--- src/rtl/alu_issue_if.sv ---
// ---------------------------------------------------------------------------
// alu_issue_if
//   Decode-to-issue handshake bundle for the alu_issue stage. The decode side
//   offers one instruction together with its register operands and PC+4; the
//   issue stage signals when it can take it.
//
//   Signals
//     in_valid  decode offers instr + operands
//     in_ready  issue stage accepts this cycle (in_valid & in_ready = accept)
//     instr     32-bit MIPS instruction word
//     rs_data   register rs value
//     rt_data   register rt value
//     pc_plus4  PC+4 of instr
//
//   Modports
//     master    decode side (drives the offer, observes in_ready)
//     slave     alu_issue side
// ---------------------------------------------------------------------------
interface alu_issue_if #(
    parameter int DATA_W = 32
);
    logic              in_valid;
    logic              in_ready;
    logic [31:0]       instr;
    logic [DATA_W-1:0] rs_data;
    logic [DATA_W-1:0] rt_data;
    logic [DATA_W-1:0] pc_plus4;

    modport master (
        output in_valid,
        output instr,
        output rs_data,
        output rt_data,
        output pc_plus4,
        input  in_ready
    );

    modport slave (
        input  in_valid,
        input  instr,
        input  rs_data,
        input  rt_data,
        input  pc_plus4,
        output in_ready
    );
endinterface

--- src/rtl/alu_issue.sv ---
// ---------------------------------------------------------------------------
// alu_issue
//   Issue/resolve stage in front of the ALU. Decodes a MIPS R2000 instruction
//   into ALU_ctrl/sel, registers the operands into the ALU, then captures the
//   ALU result/zero flag and emits exactly one of: writeback, branch decision,
//   illegal-instruction pulse or overflow trap.
//
//   Optional feature: define ALU_ISSUE_TRAP_EN to trap signed overflow of
//   add/sub/addi (ovf pulse, writeback suppressed). Without it ovf is always 0.
//
//   Ports
//     clk, reset          rising-edge clock, synchronous active-high reset
//     bus                 alu_issue_if.slave decode handshake + operands
//     op_1, data_2        registered rs/rt values to the ALU
//     sign_ext            registered sign/zero-extended imm16 to the ALU
//     sel                 ALU operand mux: 1 = immediate, 0 = data_2
//     ALU_ctrl            ALU operation code
//     res, zero           combinational ALU result and zero flag
//     wb_valid/reg/data   writeback pulse, destination, captured result
//     br_valid/taken/target  branch resolution pulse, condition, target
//     illegal             unsupported opcode/funct pulse
//     ovf                 signed overflow trap pulse
// ---------------------------------------------------------------------------
module alu_issue #(
    parameter int DATA_W     = 32,
    parameter int REG_ADDR_W = 5
) (
    input  logic                  clk,
    input  logic                  reset,
    alu_issue_if.slave            bus,
    output logic [DATA_W-1:0]     op_1,
    output logic [DATA_W-1:0]     data_2,
    output logic [DATA_W-1:0]     sign_ext,
    output logic                  sel,
    output logic [3:0]            ALU_ctrl,
    input  logic [DATA_W-1:0]     res,
    input  logic                  zero,
    output logic                  wb_valid,
    output logic [REG_ADDR_W-1:0] wb_reg,
    output logic [DATA_W-1:0]     wb_data,
    output logic                  br_valid,
    output logic                  br_taken,
    output logic [DATA_W-1:0]     br_target,
    output logic                  illegal,
    output logic                  ovf
);

    typedef enum logic [1:0] {S_IDLE, S_EXEC, S_RESP} state_t;
    typedef enum logic [1:0] {K_WB, K_BEQ, K_BNE, K_ILL} kind_t;
    typedef enum logic [1:0] {T_NONE, T_ADD, T_SUB} trap_t;

    state_t state, state_next;
    logic   accept;

    // Decode results (combinational from the offered instruction)
    logic [5:0]            opcode, funct;
    logic [15:0]           imm;
    logic [3:0]            dec_ctrl;
    logic                  dec_sel;
    logic                  dec_zext;
    logic [REG_ADDR_W-1:0] dec_dest;
    kind_t                 dec_kind;
    trap_t                 dec_trap;
    logic [DATA_W-1:0]     dec_imm;
    logic [DATA_W-1:0]     dec_tgt;

    // Per-instruction state carried from accept into EXEC
    logic [REG_ADDR_W-1:0] dest_p0;
    kind_t                 kind_p0;
    trap_t                 trap_p0;
    logic [DATA_W-1:0]     tgt_p0;
    logic                  trap_hit;

    // rs field is only needed by the register file, which already read it
    logic unused_rs_field;
    assign unused_rs_field = ^bus.instr[25:21];

    assign opcode = bus.instr[31:26];
    assign funct  = bus.instr[5:0];
    assign imm    = bus.instr[15:0];

    assign bus.in_ready = (state != S_EXEC);
    assign accept       = bus.in_valid && bus.in_ready;

    always_comb begin
        dec_ctrl = 4'b0000;
        dec_sel  = 1'b0;
        dec_zext = 1'b0;
        dec_dest = bus.instr[11 +: REG_ADDR_W];
        dec_kind = K_ILL;
        dec_trap = T_NONE;
        case (opcode)
            6'h00: begin
                dec_kind = K_WB;
                case (funct)
                    6'h20: begin dec_ctrl = 4'b0010; dec_trap = T_ADD; end
                    6'h21: dec_ctrl = 4'b0010;
                    6'h22: begin dec_ctrl = 4'b0110; dec_trap = T_SUB; end
                    6'h23: dec_ctrl = 4'b0110;
                    6'h24: dec_ctrl = 4'b0000;
                    6'h25: dec_ctrl = 4'b0001;
                    6'h27: dec_ctrl = 4'b1100;
                    6'h2A: dec_ctrl = 4'b0111;
                    default: dec_kind = K_ILL;
                endcase
            end
            6'h08, 6'h09, 6'h0A, 6'h0C, 6'h0D: begin
                dec_kind = K_WB;
                dec_sel  = 1'b1;
                dec_dest = bus.instr[16 +: REG_ADDR_W];
                case (opcode)
                    6'h08:   begin dec_ctrl = 4'b0010; dec_trap = T_ADD; end
                    6'h09:   dec_ctrl = 4'b0010;
                    6'h0A:   dec_ctrl = 4'b0111;
                    6'h0C:   begin dec_ctrl = 4'b0000; dec_zext = 1'b1; end
                    default: begin dec_ctrl = 4'b0001; dec_zext = 1'b1; end
                endcase
            end
            6'h04: begin dec_ctrl = 4'b0110; dec_kind = K_BEQ; end
            6'h05: begin dec_ctrl = 4'b0110; dec_kind = K_BNE; end
            default: ;
        endcase
    end

    assign dec_imm = dec_zext ? {{(DATA_W-16){1'b0}}, imm}
                              : {{(DATA_W-16){imm[15]}}, imm};
    // Word-offset branch: sign-extended imm16 shifted left by two, wraps mod 2^32
    assign dec_tgt = bus.pc_plus4 + {{(DATA_W-18){imm[15]}}, imm, 2'b00};

`ifdef ALU_ISSUE_TRAP_EN
    function automatic logic signed_ovf(input logic is_sub,
                                        input logic [DATA_W-1:0] a,
                                        input logic [DATA_W-1:0] b,
                                        input logic [DATA_W-1:0] r);
        logic sa, sb, sr;
        sa = a[DATA_W-1];
        sb = b[DATA_W-1];
        sr = r[DATA_W-1];
        if (is_sub) return (sa != sb) && (sr != sa);
        else        return (sa == sb) && (sr != sa);
    endfunction

    logic [DATA_W-1:0] alu_b;
    assign alu_b    = sel ? sign_ext : data_2;
    assign trap_hit = (trap_p0 != T_NONE) &&
                      signed_ovf(trap_p0 == T_SUB, op_1, alu_b, res);
`else
    logic unused_trap;
    assign unused_trap = ^trap_p0;
    assign trap_hit    = 1'b0;
`endif

    always_ff @(posedge clk) begin
        if (reset) state <= S_IDLE;
        else       state <= state_next;
    end

    always_comb begin
        state_next = state;
        case (state)
            S_IDLE:  if (accept) state_next = S_EXEC;
            S_EXEC:  state_next = S_RESP;
            S_RESP:  state_next = accept ? S_EXEC : S_IDLE;
            default: state_next = S_IDLE;
        endcase
    end

    // Stage p0: operands and decode captured on accept, held until the next accept
    always_ff @(posedge clk) begin
        if (reset) begin
            op_1     <= '0;
            data_2   <= '0;
            sign_ext <= '0;
            sel      <= 1'b0;
            ALU_ctrl <= 4'b0000;
            dest_p0  <= '0;
            kind_p0  <= K_ILL;
            trap_p0  <= T_NONE;
            tgt_p0   <= '0;
        end else if (accept) begin
            op_1     <= bus.rs_data;
            data_2   <= bus.rt_data;
            sign_ext <= dec_imm;
            sel      <= dec_sel;
            ALU_ctrl <= dec_ctrl;
            dest_p0  <= dec_dest;
            kind_p0  <= dec_kind;
            trap_p0  <= dec_trap;
            tgt_p0   <= dec_tgt;
        end
    end

    // Stage p1: ALU result sampled at the end of EXEC, visible during RESP
    always_ff @(posedge clk) begin
        if (reset) begin
            wb_valid  <= 1'b0;
            wb_reg    <= '0;
            wb_data   <= '0;
            br_valid  <= 1'b0;
            br_taken  <= 1'b0;
            br_target <= '0;
            illegal   <= 1'b0;
            ovf       <= 1'b0;
        end else begin
            wb_valid <= 1'b0;
            br_valid <= 1'b0;
            illegal  <= 1'b0;
            ovf      <= 1'b0;
            if (state == S_EXEC) begin
                case (kind_p0)
                    K_WB: begin
                        wb_data  <= res;
                        wb_reg   <= dest_p0;
                        // r0 is hardwired zero: never request a write to it
                        wb_valid <= (dest_p0 != '0) && !trap_hit;
                        ovf      <= trap_hit;
                    end
                    K_BEQ, K_BNE: begin
                        br_valid  <= 1'b1;
                        br_taken  <= (kind_p0 == K_BEQ) ? zero : !zero;
                        br_target <= tgt_p0;
                    end
                    default: illegal <= 1'b1;
                endcase
            end
        end
    end

endmodule

--- src/flat_wrapper.sv ---
// flat-port wrapper written by rule: the top's interface ports become plain ports
module alu_issue_flat 
#(
    parameter int DATA_W     = 32,
    parameter int REG_ADDR_W = 5
)
  (clk, reset, op_1, data_2, sign_ext, sel, ALU_ctrl, res, zero, wb_valid, wb_reg, wb_data, br_valid, br_taken, br_target, illegal, ovf, bus_in_valid, bus_instr, bus_rs_data, bus_rt_data, bus_pc_plus4, bus_in_ready);
  alu_issue_if #(.DATA_W(DATA_W)) bus_i ();
  input  logic clk;
  input  logic reset;
  output logic [DATA_W-1:0] op_1;
  output logic [DATA_W-1:0] data_2;
  output logic [DATA_W-1:0] sign_ext;
  output logic sel;
  output logic [3:0] ALU_ctrl;
  input  logic [DATA_W-1:0] res;
  input  logic zero;
  output logic wb_valid;
  output logic [REG_ADDR_W-1:0] wb_reg;
  output logic [DATA_W-1:0] wb_data;
  output logic br_valid;
  output logic br_taken;
  output logic [DATA_W-1:0] br_target;
  output logic illegal;
  output logic ovf;
  input wire logic [$bits(bus_i.in_valid)-1:0] bus_in_valid;
  input wire logic [$bits(bus_i.instr)-1:0] bus_instr;
  input wire logic [$bits(bus_i.rs_data)-1:0] bus_rs_data;
  input wire logic [$bits(bus_i.rt_data)-1:0] bus_rt_data;
  input wire logic [$bits(bus_i.pc_plus4)-1:0] bus_pc_plus4;
  output wire logic [$bits(bus_i.in_ready)-1:0] bus_in_ready;
  assign bus_i.in_valid = bus_in_valid;
  assign bus_i.instr = bus_instr;
  assign bus_i.rs_data = bus_rs_data;
  assign bus_i.rt_data = bus_rt_data;
  assign bus_i.pc_plus4 = bus_pc_plus4;
  assign bus_in_ready = bus_i.in_ready;
  alu_issue #(.DATA_W(DATA_W), .REG_ADDR_W(REG_ADDR_W)) u_core (.clk(clk), .reset(reset), .bus(bus_i), .op_1(op_1), .data_2(data_2), .sign_ext(sign_ext), .sel(sel), .ALU_ctrl(ALU_ctrl), .res(res), .zero(zero), .wb_valid(wb_valid), .wb_reg(wb_reg), .wb_data(wb_data), .br_valid(br_valid), .br_taken(br_taken), .br_target(br_target), .illegal(illegal), .ovf(ovf));
endmodule
--- config.mk ---
export PLATFORM = sky130hd
export DESIGN_NAME = alu_issue_flat
export DESIGN_NICKNAME = d
export VERILOG_FILES = /design/src/rtl/alu_issue_if.sv /design/src/rtl/alu_issue.sv /design/src/flat_wrapper.sv
export SDC_FILE = /design/constraint.sdc
export NUM_CORES = 1
export LEC_CHECK = 0
export CAP_MARGIN = 20
export CORE_UTILIZATION = 40
export DETAILED_ROUTE_END_ITERATION = 10
export PLACE_DENSITY = 0.89
export RECOVER_POWER = 50
export REMOVE_ABC_BUFFERS = 1
export SLEW_MARGIN = 25
export SYNTH_ARGS = -nofsm -noshare
export SYNTH_HDL_FRONTEND = slang
export SYNTH_SLANG_ARGS = --single-unit
--- constraint.sdc ---
create_clock -name clk -period 2.3 [get_ports clk]
set_input_delay 0.46 -clock clk [delete_from_list [all_inputs] [get_ports clk]]
set_output_delay 0.46 -clock clk [all_outputs]
set_load 0.05 [all_outputs]
# Word-level counts from Yosys, hierarchy flattened
# Cells that the tools add are included.
# totals
in_bits,164
output_inout_bits,176
reg_bits,215
elab_cells,75
# op_classes
n_reduce_logical,19
n_eq_ne,21
add_sub_neg,1
n_bitwise,2
mux,16
# ops
op,n
6-bit == test (second input constant),8
32-bit adder,1
32-bit 2-to-1 mux,1
6-bit by 4-bit == test with 1-bit output (second input constant),5
4-bit case mux with 5 select lines,1
6-bit by 3-bit == test with 1-bit output (second input constant),2
4-bit case mux with 3 select lines,1
2-bit OR reduction,6
3-bit case mux with 3 select lines,1
3-bit OR reduction,3
2-bit case mux with 4 select lines,1
8-bit OR reduction,1
1-bit 2-to-1 mux,7
6-bit logical NOT,1
2-bit case mux with 3 select lines,1
5-bit 2-to-1 mux,1
5-bit nonzero test,1
5-bit OR reduction,1
2-bit by 1-bit == test with 1-bit output (second input constant),2
2-bit == test (second input constant),2
2-bit logical NOT,2
2-bit 2-to-1 mux,2
2-bit by 1-bit != test with 1-bit output (second input constant),2
2-bit AND reduction,2
other kinds (3),4

# Depth between registers and ports, before layout
# logic_depth
word_depth,5
depth_mapped,11
mapped_depth_nobuf,11

# Worst setup path before layout
# Ideal clock, no wire load.
# synth_path
path_type,input -> register
start,in bus_pc_plus4[2]
end,reg u_core.tgt_p0[26]
n_path_buf,0
t_arrival_ns,2.379
path_slack_ns,-0.149
cell_stages,11
setup_time_ns,0.070
required_ns,2.230
cell_sequence,ha_1 -> inv_1 -> fa_1 -> nor2b_1 -> o31a_1 -> a21o_1 -> nor2_1 -> o311ai_1 -> a31oi_1 -> xor2_1 -> a21oi_1
# synth_via
elab_chain_len,1
# synth_lines
item,line_no,source
start: declaration,flat_wrapper.sv:30,input wire logic [$bits(bus_i.pc_plus4)-1:0] bus_pc_plus4;
32-bit adder,alu_issue.sv:128,"assign dec_tgt = bus.pc_plus4 + {{(DATA_W-18){imm[15]}}, imm, 2'b00};"
end signal: assignment,alu_issue.sv:189,tgt_p0 <= dec_tgt;
end: declaration,alu_issue.sv:71,logic [DATA_W-1:0] tgt_p0;
# Every way passes these cells.
# A chain may end at the register's enable or synchronous reset.

# Worst setup path in the final report
# layout_path
start,in bus_instr[9]
end,reg u_core.tgt_p0[24]
# layout_via
elab_chain_len,1
# layout_lines
item,line_no,source
start: declaration,flat_wrapper.sv:27,input wire logic [$bits(bus_i.instr)-1:0] bus_instr;
32-bit adder,alu_issue.sv:128,
# Every way passes these cells.

==> metrics.md <==
| Metric | Value |
|---|---|
| Run status | `finished, final reports clean` |
| Clock share of power | `between 30% and 40%` |
| Worst reg-to-reg path cell count | `7` |
| Initial antenna violation count | `2` |
| Maximum fanout along the worst path | `6` |
| Yosys top cell by area | `dfxtp_1` |
| Crit path kind | `input port to flip-flop` |
| Pwr/cell area | `around 640 nW/um2` |
| Number of flops mapped to enable cells by yosys | `0` |
| Slowest stage delay, CP | `between 300 and 400 ps` |
| Initial core utilization | `between 40% and 50%` |
| Yosys Warn Count | `0` |
| CP arrival | `2670 ps` |
| Hold-fix buffers, CTS | `0` |
| Hold Path Sink | `u_core.sign_ext[10]` |
| Worst min path class | `input port to flip-flop` |
| Routed vias | `~9600` |
| Max Freq | `about 440 MHz` |
| Antenna-violating nets left | `0` |
| CP Cell Sequence | `dlygate4sd2_1 -> ha_4 -> buf_6 -> a21oi_2 -> o21ai_2 -> or3_1 -> o21ai_2 -> a21oi_2 -> o21a_1 -> o31ai_1 -> and2_1` |
| Leakage | `0.005612 uW` |
| Slew Limit Headroom | `between 10% and 20%` |
| Setup crit end kind | `flip-flop` |
| Most used DFF post-synth | `dfxtp_1` |
| Pint | `just over 6000 uW` |
| CP max-delay cell | `or3_1` |
| Max-capacitance violation count | `0` |
| CP Launch Type | `input port` |
| 1st-pass router iterations | `5` |
| Switching pwr | `around 2900 uW` |
| DRC | `0` |
| Final worst path period need | `around 2300 ps` |
| Vias per cell | `5.188` |
| Critical register-to-register path endpoint | `u_core.data_2[11]` |
| Period utilization | `approximately 99%` |
| Non-filler cells, final | `between 1500 and 2000` |
| Num CTS Buffers | `17` |
| Reg clk slew, reported paths | `about 80 ps` |
| Worst-Skew Late Latency | `approximately 440 ps` |
| DP HPWL | `~22 mm` |
| Worst-Margin Slew | `approximately 1300 ps` |
| Vias in the first global route | `between 8000 and 9000` |
| Finish-stage setup viols | `0` |
| CP delay by family, top | `compound AO/OA/AOI/OAI gates` |
| CP required | `2680 ps` |
| Area Growth Syn to Fin | `60.29%` |
| Syn Std Cell Area | `~8900 um2` |
| Num ports | `340` |
| DP Cell Count | `around 1800` |
| Pin count of the biggest net entering global routing | `108` |
| Combinational share of power | `24.0%` |
| Slew Viols, Final | `0` |
| Peak VDD IR | `0.4512 mV` |
| Hold path start | `bus_instr[10]` |
| Share of Yosys cell area claimed by the top area cell type | `45.06%` |
| FP Rows | `between 50 and 60` |
| Final WL | `31.27 mm` |
| DIE HEIGHT | `~150 um` |
| Final Hold Vio Count | `0` |
| Most frequent cell after synthesis | `nand2_1` |
| Buf+Inv Stages, Crit Path | `2` |
| Skew final | `17.67 ps` |
| R2R setup slack | `approximately 210 ps` |
| Fraction of registers with async set/reset | `0%` |
| CTS root buffer | `clkbuf_16` |
| Most frequent cells after synthesis | `366 x nand2_1, 204 x a21oi_1, 200 x dfxtp_1, 71 x clkbuf_1, 41 x nor2_1` |
| CTS tree | `built` |
| Drt initial violations | `~530` |
| Antenna Cells | `0` |
| Synth Area per Inst | `7.694 um2` |
| Core area | `between 20000 and 25000 um2` |
| Gr usage total | `25.79%` |
| Placer Congestion | `around 0.90` |
| Final core occ | `between 60% and 70%` |
| Mapped Cells | `between 1000 and 1500` |
| Die X | `~150 um` |
| Clk sinks | `200` |
| Setup TNS | `0 ps` |
| Clock buffer depth | `2` |
| Die ar. | `~23000 um2` |
| Reg-to-Reg Start | `u_core.state[0]` |
| Overflow after GRT | `0` |
| DR WL/cell | `16.91 um` |
| Post-layout net count | `around 1800` |
| Final WS setup | `12.29 ps` |
| IO buf count | `around 330` |
| Tot Pwr | `~9100 uW` |
| First-pass GRT wire length | `around 46 mm` |
| Sequential area share after synthesis | `between 40% and 50%` |
| FF+latch count, synth | `200` |
| Place WS | `-869.4 ps` |
| Layout cell share with drive strength beyond 1 | `between 10% and 20%` |
| Distinct cell type count of the synthesized netlist | `60` |
| H-tree depth | `4` |
| Unrepaired setup endpoints after global routing | `yes` |
| Switch share | `approximately a third` |
| Top area cells in the synthesized netlist | `dfxtp_1 45%, nand2_1 15%, a21oi_1 11%` |
| Sequential share of power | `40.8%` |
| Worst Hold Depth | `3` |
stage by stage:
| stage | hold slack (ps) | instance area, um2 |
|---|---|---|
| 2_1_floorplan | 387.5 | 8481 |
| 3_3_place_gp | 396.3 | 13100 |
| 3_5_place_dp | 409.4 | 13100 |
| 4_1_cts | 344.3 | 14120 |
| 5_1_grt | 358.7 | 14240 |
| 6_report | 358.2 | 14240 |
power groups by stage:
stage                     Sequential [uW]  Clock (uW)  Combinational (uW)
final                                3700        3200                2180
after detailed placement             3780           0                1990
after floorplan                      4120           0                 655
after global placement               3770           0                1960
after CTS                            3700        3250                2110
after global routing                 3720        3380                2320
layout by cell type (no fill, tap or decap), types with 10 or more instances in the layout:
cell type and n:
a21o_1 11, a21oi_1 194, a21oi_2 10, buf_4 122
clkbuf_16 17, clkbuf_2 26, clkdlybuf4s50_1 277, dfxtp_1 200
dlygate4sd2_1 13, dlymetal6s2s_1 13, ha_1 12, ha_4 20
nand2_1 366, nand3_1 22, nor2_1 40, nor3_1 10
o21ai_0 19, xnor2_1 10
layout make-up:
class	count	area [um2]
fillers	1733	7580
multi-input cells	853	4890
repair buffers	473	4318
flip-flops and latches	200	4004
clock buffers	18	439.2
well taps	280	350.3
clock inverters	14	201.4
inverters	11	41.29
worst max-delay path by stage:
stage / startpoint / end / slack (ps) / cells after the start
5_1_grt: bus_pc_plus4[21] / u_core.tgt_p0[24] / -30 / 10
3_5_place_dp: bus_instr[0] / u_core.tgt_p0[26] / -870 / 13
3_3_place_gp: bus_instr[0] / u_core.tgt_p0[26] / -840 / 13
2_1_floorplan: u_core.sign_ext[30] / sign_ext[16] / -3590 / 0
4_1_cts: bus_instr[15] / u_core.tgt_p0[31] / -10 / 11
6_report: bus_instr[9] / u_core.tgt_p0[24] / 10 / 11
worst reg2reg max path: stages (launching register included):
cell and delay, ps:
dfxtp_1 330, nor2b_1 340, inv_1 150, nand2_1 250, buf_12 240, clkbuf_4 420, nand2_1 120, a21oi_1 160
metal layers:
layer  wire (um)  track usage [%]  up-vias
li1            -                -     4689
met1       12800            31.06     4466
met2       15640            44.68      372
met3        2037            5.331       61
met4         768            10.15        4
met5          25                0        -
cells by family (layout without fill, tap and decap cells):
| family | Yosys count | count (layout) | synth area share [%] |
|---|---|---|---|
| AND/OR/NAND/NOR | 499 | 499 | 23.68 |
| flip-flops | 200 | 200 | 45.06 |
| adder cells (fa/ha/maj) | 33 | 33 | 4.731 |
| AO/OA/AOI/OAI | 295 | 295 | 18.88 |
| multiplexers | 7 | 7 | 0.8026 |
| XOR/XNOR | 18 | 18 | 1.774 |
| other | 1 | 1 | 0.04220 |
| buffers and inverters | 102 | 516 | 5.027 |
what timing repair did:
| action | CTS | global route |
|---|---|---|
| pin swaps | 29 | 29 |
| buffers inserted | 11 | 7 |
| endpoints found under the hold margin | 0 | 0 |
| gates cloned | 0 | 0 |
| setup endpoints to repair | 20 | 18 |
| gates resized for setup | 85 | 48 |
Power figures use the tool's default switching activity.
